[config.mk]
export PLATFORM = sky130hd
export DESIGN_NAME = demux_dispatcher
export DESIGN_NICKNAME = d
export VERILOG_FILES = /design/src/rtl/dispatch_pkg.sv /design/src/rtl/dispatch_decode.sv /design/src/rtl/demux_dispatcher.sv
export SDC_FILE = /design/constraint.sdc
export NUM_CORES = 1
export LEC_CHECK = 0
export CORE_MARGIN = 2
export CORE_UTILIZATION = 25
export CTS_CLUSTER_DIAMETER = 40
export DETAILED_ROUTE_END_ITERATION = 8
export GPL_TIMING_DRIVEN = 0
export PLACE_DENSITY = 0.49
export SYNTH_ARGS = -nofsm -noshare
export SYNTH_HDL_FRONTEND = slang
export SYNTH_SLANG_ARGS = --single-unit
[constraint.sdc]
create_clock -name clk -period 2.5 [get_ports clk]
set_input_delay 0.5 -clock clk [delete_from_list [all_inputs] [get_ports clk]]
set_output_delay 0.5 -clock clk [all_outputs]
set_load 0.005 [all_outputs]
[src/rtl/dispatch_pkg.sv]
// Shared definitions for the 1-to-4 demux dispatcher: channel count,
// controller states and the index-to-one-hot helper.
package dispatch_pkg;

    localparam int NUM_CH = 4;

    typedef enum logic {
        IDLE = 1'b0,
        HOLD = 1'b1
    } state_t;

    function automatic logic [NUM_CH-1:0] onehot4(input logic [1:0] idx);
        return 4'b0001 << idx;
    endfunction

endpackage

[src/rtl/dispatch_decode.sv]
// Gated 2-to-4 decoder driving the per-channel valid lines of the demux.
module dispatch_decode
    import dispatch_pkg::*;
(
    input  logic [1:0]        sel,
    input  logic              en,
    output logic [NUM_CH-1:0] out_valid
);

    // NOTE: every output of a combinational block gets a default first so no latch is inferred.
    always_comb begin
        out_valid = '0;
        if (en) begin
            out_valid = onehot4(sel);
        end
    end

endmodule

[src/rtl/demux_dispatcher.sv]
// Holds one upstream word at a time and offers it to a single channel, chosen
// round-robin or explicitly; redirects or drops the word when it is not taken in time.
module demux_dispatcher
    import dispatch_pkg::*;
#(
    parameter int DATA_W = 8,
    parameter int CNT_W  = 8,
    parameter int TMO    = 16
) (
    input  logic                clk,
    input  logic                rst_n,
    input  logic                in_valid,
    input  logic [DATA_W-1:0]   in_data,
    input  logic [1:0]          in_dest,
    input  logic                mode,
    output logic                in_ready,
    output logic [3:0]          out_valid,
    output logic [DATA_W-1:0]   out_data,
    input  logic [3:0]          out_ready,
    output logic [1:0]          sel,
    output logic [4*CNT_W-1:0]  out_cnt,
    output logic [CNT_W-1:0]    drop_cnt
);

    localparam bit              TMO_EN    = (TMO != 0);
    localparam int              WAIT_W    = (TMO > 1) ? $clog2(TMO) : 1;
    localparam logic [WAIT_W-1:0] WAIT_LAST = WAIT_W'((TMO > 0) ? TMO - 1 : 0);

    state_t                        state_q, state_d;
    logic [DATA_W-1:0]             data_q;
    logic                          mode_q;
    logic [1:0]                    dest_q;
    logic [1:0]                    rr_q;
    logic [WAIT_W-1:0]             wait_q;
    logic [NUM_CH-1:0][CNT_W-1:0]  cnt_q;
    logic [CNT_W-1:0]              drop_q;

    logic capture;
    logic accept;
    logic expire;

    // Acceptance is checked before timeout, so a late ready still delivers the word.
    always_comb begin
        state_d = state_q;
        capture = 1'b0;
        accept  = 1'b0;
        expire  = 1'b0;
        case (state_q)
            IDLE: begin
                if (in_valid) begin
                    capture = 1'b1;
                    state_d = HOLD;
                end
            end
            HOLD: begin
                if (out_ready[dest_q]) begin
                    accept  = 1'b1;
                    state_d = IDLE;
                end else if (TMO_EN && (wait_q == WAIT_LAST)) begin
                    expire = 1'b1;
                    if (mode_q) begin
                        state_d = IDLE;
                    end
                end
            end
            default: state_d = IDLE;
        endcase
    end

    // NOTE: sequential state uses non-blocking assignments so all registers update together at the edge.
    always_ff @(posedge clk or negedge rst_n) begin
        if (!rst_n) begin
            state_q <= IDLE;
        end else begin
            state_q <= state_d;
        end
    end

    // NOTE: the counters form a small register array, but they are visible outputs and are reset like any other state.
    always_ff @(posedge clk or negedge rst_n) begin
        if (!rst_n) begin
            data_q <= '0;
            mode_q <= 1'b0;
            dest_q <= '0;
            rr_q   <= '0;
            wait_q <= '0;
            cnt_q  <= '0;
            drop_q <= '0;
        end else if (capture) begin
            data_q <= in_data;
            mode_q <= mode;
            dest_q <= mode ? in_dest : rr_q;
            wait_q <= '0;
        end else if (state_q == HOLD) begin
            if (accept) begin
                cnt_q[dest_q] <= cnt_q[dest_q] + CNT_W'(1);
                if (!mode_q) begin
                    rr_q <= dest_q + 2'd1;
                end
            end else if (expire) begin
                wait_q <= '0;
                if (mode_q) begin
                    if (drop_q != '1) begin
                        drop_q <= drop_q + CNT_W'(1);
                    end
                end else begin
                    dest_q <= dest_q + 2'd1;
                end
            end else begin
                wait_q <= wait_q + WAIT_W'(1);
            end
        end
    end

    dispatch_decode u_decode (
        .sel       (dest_q),
        .en        (state_q == HOLD),
        .out_valid (out_valid)
    );

    assign in_ready = (state_q == IDLE);
    assign out_data = data_q;
    assign sel      = dest_q;
    assign out_cnt  = cnt_q;
    assign drop_cnt = drop_q;

endmodule
==> impl_table.tex, run 1 <==
\begin{tabular}{lr}
\hline
Metric & Value \\
\hline
\multicolumn{2}{l}{\textbf{Clocking}} \\
H-tree levels & 3 \\
Post-CTS clock slew at the launch and capture registers of the worst setup and hold paths & 0.05 ns \\
Clock root cell & clkbuf\_16 \\
CTS buffer count & 9 \\
CTS hold repair buffers & 0 \\
Buffers inserted during post-CTS setup optimization & 0 \\
Maximum number of buffers from clock root to sink & 2 \\
Source-to-sink clock delay at the later pin of the worst-skew pair & 0.32 ns \\
TritonCTS clock tree & yes \\
Clk sinks & 58 \\
\multicolumn{2}{l}{\textbf{Setup path}} \\
Classification of the worst setup path & reg2out \\
Setup crit end kind & primary output \\
Startpoint type of the worst setup path & flip-flop \\
Delay contributed by the slowest stage of the critical path & 0.54 ns \\
CP delay by family, top & buffers and inverters \\
Crit-path cells & buf\_6 > inv\_1 > ha\_1 > and2\_1 > clkdlybuf4s50\_1 \\
CP required & 2.00 ns \\
Arr. time, crit path & 1.87 ns \\
Number of buffer and inverter stages on the critical path & 3 \\
CP Max Fanout & 10 \\
Critical-path top delay cell & clkdlybuf4s50\_1 \\
\multicolumn{2}{l}{\textbf{Finish}} \\
Most frequent cells in the layout & nand2\_1 (73), clkdlybuf4s50\_1 (69), dfrtp\_1 (56) \\
N\_diodes & 0 \\
Layout cell share with drive strength beyond 1 & 9.17\% \\
Area growth, synth to finish & 44.6\% \\
Net total in the final layout & 381 \\
Final standard cell area without fillers & 4070 um\^{}2 \\
Most common cell after layout, fill and taps aside & nand2\_1 \\
Final standard cell count with taps included and fillers excluded & 500 \\
\multicolumn{2}{l}{\textbf{Timing}} \\
Number of max-slew violations in the final report & 0 \\
Tmin final & 2.37 ns \\
Relative slew slack & 58.1\% \\
Worst setup skew after layout & 0.00580 ns \\
Final clock period utilization by the worst path & 94.6\% \\
Highest clock rate & 0.423 GHz \\
Final setup violation count & 0 \\
RSZ-0062 raised after global routing & no \\
WHS & 0.191 ns \\
Worst Max-Slew Pin Slew & 0.628 ns \\
Final hold violations & 0 \\
\multicolumn{2}{l}{\textbf{Floorplan}} \\
Std cell rows & 38 \\
Initial core utilization & 25.8\% \\
DIE WIDTH & 110 um \\
Core footprint & 10900 um\^{}2 \\
Number of top-level pins & 73 \\
Floorplan die height & 110 um \\
Die area & 12100 um\^{}2 \\
\multicolumn{2}{l}{\textbf{Route}} \\
DR DRC count & 0 \\
Post-detailed-routing wire length & 7510 um \\
Routed length per placed instance & 15.0 um \\
Post-route ant nets & 0 \\
Iteration-0 DRC count of the detailed router & 160 \\
Number of vias after detailed routing & 2252 \\
TritonRoute pass-1 iters & 4 \\
Detailed-route vias per instance & 4.50 \\
\multicolumn{2}{l}{\textbf{Pwr}} \\
Int Pwr & 3100 uW \\
Fraction of power consumed by sequential logic & 32.0\% \\
Leakage dissipation & 0.00177 uW \\
Largest voltage drop on the vdd net & 0.000397 V \\
NetSw & 1570 uW \\
Clk network pwr share & 29.0\% \\
Comb power frac & 39.1\% \\
Sw Ratio & 33.6\% \\
PwrDens & 1150 nW/um\^{}2 \\
\multicolumn{2}{l}{\textbf{Run status}} \\
Run status & finished clean \\
\multicolumn{2}{l}{\textbf{Synth}} \\
Synthesized flop and latch total & 58 \\
Count of mapped cells out of synthesis & 272 \\
Most used flip-flop cell after synthesis & dfrtp\_1 \\
Synth Area per Inst & 10.4 um\^{}2 \\
Post-Syn Area & 2820 um\^{}2 \\
Post-synthesis cell type count & 38 \\
Fraction of registers with async set/reset & 100\% \\
Net count after synthesis & 297 \\
Count of flip-flops with a built-in enable after synthesis & 0 \\
Yosys warnings & 0 \\
Sequential-to-total area share from yosys stat & 51.5\% \\
\multicolumn{2}{l}{\textbf{Global route}} \\
Number of global-route vias before repair & 2299 \\
Total global-route track usage & 13.4\% \\
Antenna violations before repair & 0 \\
Wire length of the first global-routing pass & 12000 um \\
Total grt overflow & 0 \\
Pin count of the biggest net entering global routing & 34 \\
\multicolumn{2}{l}{\textbf{Hold path}} \\
Worst min path class & in2async \\
\multicolumn{2}{l}{\textbf{Place}} \\
Placed Area & 3730 um\^{}2 \\
HPWL after detailed placement & 5430 um \\
Placed instance count & 485 \\
Global placement routability congestion & 0.738 \\
Input/output buffers & 72 \\
\multicolumn{2}{l}{\textbf{Flow run}} \\
Max-cap violations & 0 \\
\hline
\end{tabular}
[power groups by stage]
stage | clock network, uW | logic (uW) | registers, uW
final | 1360 | 1830 | 1490
after detailed placement | 0 | 1850 | 1500
after global routing | 1420 | 2050 | 1540
after floorplan | 0 | 947 | 1460
after global placement | 0 | 1830 | 1500
after CTS | 1380 | 1860 | 1500
[final cells by class]
class	count	area, um^2
Buffer	13	67.6
Fill cell	1146	6860
Inverter	4	15.0
Sequential cell	58	1450
Timing Repair Buffer	73	741
Tap cell	140	175
Clock inverter	4	75.1
Multi-Input combinational cell	197	1290
Clock buffer	11	253
[registers in the layout, indices dropped and copies added, names as in the netlist]
name and cells:
out_data 8, rr_q 2, wait_q 4, drop_cnt 8, out_cnt 32, mode_q 1, state_q 1, sel 2
[cells by family after synthesis]
| kind of cell | after synthesis | share of synthesized area [%] |
|---|---|---|
| and+or+nand+nor | 126 | 21.5 |
| DFF | 58 | 51.5 |
| AOI/OAI and AO/OA | 40 | 8.93 |
| buffers and inverters | 17 | 2.58 |
| muxes | 13 | 8.97 |
| xor gates and xnor gates | 11 | 3.42 |
| adders and majority gates | 7 | 3.11 |
[cell usage after synthesis (2+ instances only)]
master	n	area, um^2
nor2_1	9	33.8
nand3b_1	2	15.0
dfrtp_1	58	1450
ha_1	7	87.6
xnor2_1	8	70.1
o211ai_1	4	30.0
mux4_1	2	52.6
and2_1	7	43.8
nor2b_1	3	18.8
a21oi_1	2	10.0
a211oi_1	2	15.0
mux4_2	7	158
and3_1	4	25.0
a31oi_1	8	50.1
mux2i_1	2	20.0
clkbuf_1	11	41.3
nand3_1	12	60.1
inv_1	4	15.0
nand2_1	73	274
nand4_1	4	25.0
xor2_1	3	26.3
or4_1	4	30.0
o21ai_0	21	105
[stage by stage]
stage	worst slack [ns]	TNS (ns)	util (%)	total power, uW
floorplan	0.504	0	-	2410
global placement	-1.10	-64.00	34.0	3340
detailed placement	-0.0428	-0.357	34.1	3350
CTS	0.0154	0	37.1	4740
global route	0.0169	0	37.3	5020
finish	0.134	0	37.3	4680
[layer usage]
metal / vias up / GRT usage [%] / part of all wire, %
li1: 1116 / - / -
met1: 1077 / 18.3 / 49
met2: 51 / 19.7 / 44
met3: 8 / 4.47 / 5.4
met4: 0 / 4.82 / 1.7
met5: - / 0 / 0
[final timing paths]
| kind | cells after the start | end | slack [ns] | startpoint |
|---|---|---|---|---|
| worst min-delay path | 1 | out_cnt[11] | 0.19 | rst_n |
| worst max-delay path | 5 | out_valid[1] | 0.13 | sel[1] |
| worst max register to register | 6 | out_cnt[22] | 0.30 | sel[0] |
| max in group asynchronous | 2 | sel[1] | 1.69 | rst_n |
| worst min register to register | 2 | out_data[1] | 0.48 | out_data[1] |
| min in group clk | 2 | out_data[1] | 0.48 | out_data[1] |
[repair_timing]
action                                  in CTS  in global routing
gates resized for setup                      2                  5
endpoints found under the setup margin       3                  3
hold endpoints to repair                     0                  0
Power figures use the tool's default switching activity.
==> run 2: changes to the inputs <==
==> constraint.sdc (replaced) <==
create_clock -name clk -period 2.5 [get_ports clk]
set_input_delay 0.5 -clock clk [delete_from_list [all_inputs] [get_ports clk]]
set_output_delay 0.5 -clock clk [all_outputs]
set_load 0.05 [all_outputs]
==> run 2 against run 1 <==
Net effect: sequential share of layout area up 0.18 points; wire length up 0.21%; final area down 0.58%; clock power hardly changed; register-to-register slack is essentially flat; via count down 0.36%; setup slack got worse by 0.035 ns; non-clock buffer count unchanged; count of clock-buffer cells in the layout is the same; largest power group unchanged; highest routed layer unchanged.
==> impl_table.tex, run 2 (synthesized netlist as in run 1, its figures left out) <==
\begin{tabular}{lr}
\hline
Metric & Value \\
\hline
\multicolumn{2}{l}{\textbf{Place}} \\
HPWL after detailed placement & 5430 um (unchanged) \\
Placed Area & 3730 um\^{}2 (unchanged) \\
Input/output buffers & 72 (unchanged) \\
Worst slack at placement & -0.0428 ns (unchanged) \\
Global placement routability congestion & 0.738 (unchanged) \\
\multicolumn{2}{l}{\textbf{Finish}} \\
Area growth, synth to finish & 43.7\% \\
Net total in the final layout & 381 (unchanged) \\
Most common cell after layout, fill and taps aside & nand2\_1 \\
Final standard cell area without fillers & 4050 um\^{}2 (-0.58\%) \\
Most frequent cells in the layout & nand2\_1 (73), clkdlybuf4s50\_1 (67), dfrtp\_1 (57) \\
N\_diodes & 0 (unchanged) \\
Flip-flop count of the largest register after layout & 32 (unchanged) \\
Layout cell share with drive strength beyond 1 & 9.72\% (+0.56 points) \\
\multicolumn{2}{l}{\textbf{Clocking}} \\
CTS buffer count & 9 (unchanged) \\
Buffers inserted during post-CTS setup optimization & 0 (unchanged) \\
Source-to-sink clock delay at the later pin of the worst-skew pair & 0.32 ns (about the same) \\
CTS hold repair buffers & 0 (unchanged) \\
Clk sinks & 58 (unchanged) \\
Post-CTS clock slew at the launch and capture registers of the worst setup and hold paths & 0.05 ns (about the same) \\
Maximum number of buffers from clock root to sink & 2 (unchanged) \\
Count of cells resized by post-cts repair & 7 (+5) \\
TritonCTS clock tree & yes \\
Clock root cell & clkbuf\_16 \\
H-tree levels & 3 (unchanged) \\
\multicolumn{2}{l}{\textbf{Timing}} \\
Final clock period utilization by the worst path & 96.0\% (+1.4 points) \\
Tmin final & 2.40 ns (+0.0355 ns) \\
Highest clock rate & 0.416 GHz (-1.5\%) \\
Minimum setup slack in the final design & 0.0989 ns (-0.0355 ns) \\
Worst Max-Slew Pin Slew & 0.632 ns (+0.00366 ns) \\
Relative slew slack & 57.9\% (-0.24 points) \\
Worst setup skew after layout & 0.00581 ns (+0.00000621 ns) \\
Final setup violation count & 0 (unchanged) \\
WHS & 0.193 ns (+0.00225 ns) \\
Final hold violations & 0 (unchanged) \\
RSZ-0062 raised after global routing & no \\
Number of max-slew violations in the final report & 0 (unchanged) \\
\multicolumn{2}{l}{\textbf{Route}} \\
Post-detailed-routing wire length & 7530 um (+0.21\%) \\
DR DRC count & 0 (unchanged) \\
Post-route ant nets & 0 (unchanged) \\
Iteration-0 DRC count of the detailed router & 139 (-13\%) \\
Detailed-route vias per instance & 4.49 (-0.36\%) \\
TritonRoute pass-1 iters & 4 (unchanged) \\
Routed length per placed instance & 15.1 um (+0.21\%) \\
Number of vias after detailed routing & 2244 (-0.36\%) \\
\multicolumn{2}{l}{\textbf{Setup path}} \\
Classification of the worst setup path & reg2out \\
Startpoint type of the worst setup path & flip-flop \\
Setup crit end kind & primary output \\
Arr. time, crit path & 1.90 ns (+0.03 ns) \\
CP required & 2.00 ns (about the same) \\
CP Max Fanout & 9 (-1) \\
\multicolumn{2}{l}{\textbf{Floorplan}} \\
Floorplan die height & 110 um (unchanged) \\
Core footprint & 10900 um\^{}2 (unchanged) \\
Initial core utilization & 25.8\% (unchanged) \\
DIE WIDTH & 110 um (unchanged) \\
Std cell rows & 38 (unchanged) \\
Die area & 12100 um\^{}2 (unchanged) \\
Number of top-level pins & 73 (unchanged) \\
\multicolumn{2}{l}{\textbf{Global route}} \\
Antenna violations before repair & 0 (unchanged) \\
Total global-route track usage & 13.4\% (unchanged) \\
Number of global-route vias before repair & 2299 (unchanged) \\
Wire length of the first global-routing pass & 12000 um (unchanged) \\
Total grt overflow & 0 (unchanged) \\
Pin count of the biggest net entering global routing & 34 (unchanged) \\
\multicolumn{2}{l}{\textbf{Pwr}} \\
Largest voltage drop on the vdd net & 0.000704 V (+77\%) \\
Leakage dissipation & 0.00174 uW (-1.6\%) \\
PwrDens & 1380 nW/um\^{}2 (+20\%) \\
\multicolumn{2}{l}{\textbf{Run status}} \\
Run status & finished clean \\
\multicolumn{2}{l}{\textbf{Hold path}} \\
Worst min path class & in2async \\
\multicolumn{2}{l}{\textbf{Flow run}} \\
Max-cap violations & 0 (unchanged) \\
\hline
\end{tabular}
run 2: cell type report:
type	instances	area, um^2
fill	1148	6890
sequential	58	1450
multi-input combinational	197	1290
timing repair buffer	73	726
clock buffer	11	253
tap	140	175
clock inverter	4	75.1
buffer	13	60.1
inverter	4	15.0
run 2: worst max-delay path, stage by stage (launching register included):
cell,delay (ns)
dfrtp_1,0.47
inv_1,0.25
clkdlybuf4s50_1,0.85
run 2: per-layer routing:
layer	vias to the layer above	GRT usage, %	wire length (um)
li1	1116	-	-
met1	1071	18.3	3700
met2	49	19.7	3290
met3	8	4.47	412
met4	0	4.82	131
met5	-	0	0
run 2: worst paths after layout:
| check | cells past startpoint | to | slack (ns) | from |
|---|---|---|---|---|
| max | 2 | in_ready | 0.1 | state_q |
| max in group asynchronous | 2 | sel[0] | 1.69 | rst_n |
| min reg2reg | 2 | out_data[1] | 0.48 | out_data[1] |
| min in group clk | 2 | out_data[1] | 0.48 | out_data[1] |
| min | 1 | out_cnt[11] | 0.19 | rst_n |
| max reg2reg | 6 | out_cnt[22] | 0.29 | sel[0] |
run 2: power by group:
group          internal [uW]  switching [uW]  total (uW)
Sequential              1240             253        1490
Combinational            921            1830        2750
Clock                    920             431        1350
run 2: stage by stage:
stage	utilization [%]	std cells	setup TNS [ns]	power [uW]
2_1_floorplan	-	272	0	3350
3_3_place_gp	34.0	484	-64.00	4290
3_5_place_dp	34.1	485	-0.357	4300
4_1_cts	37.1	500	-0.00861	5670
5_1_grt	37.0	500	0	5940
6_report	37.0	500	0	5600
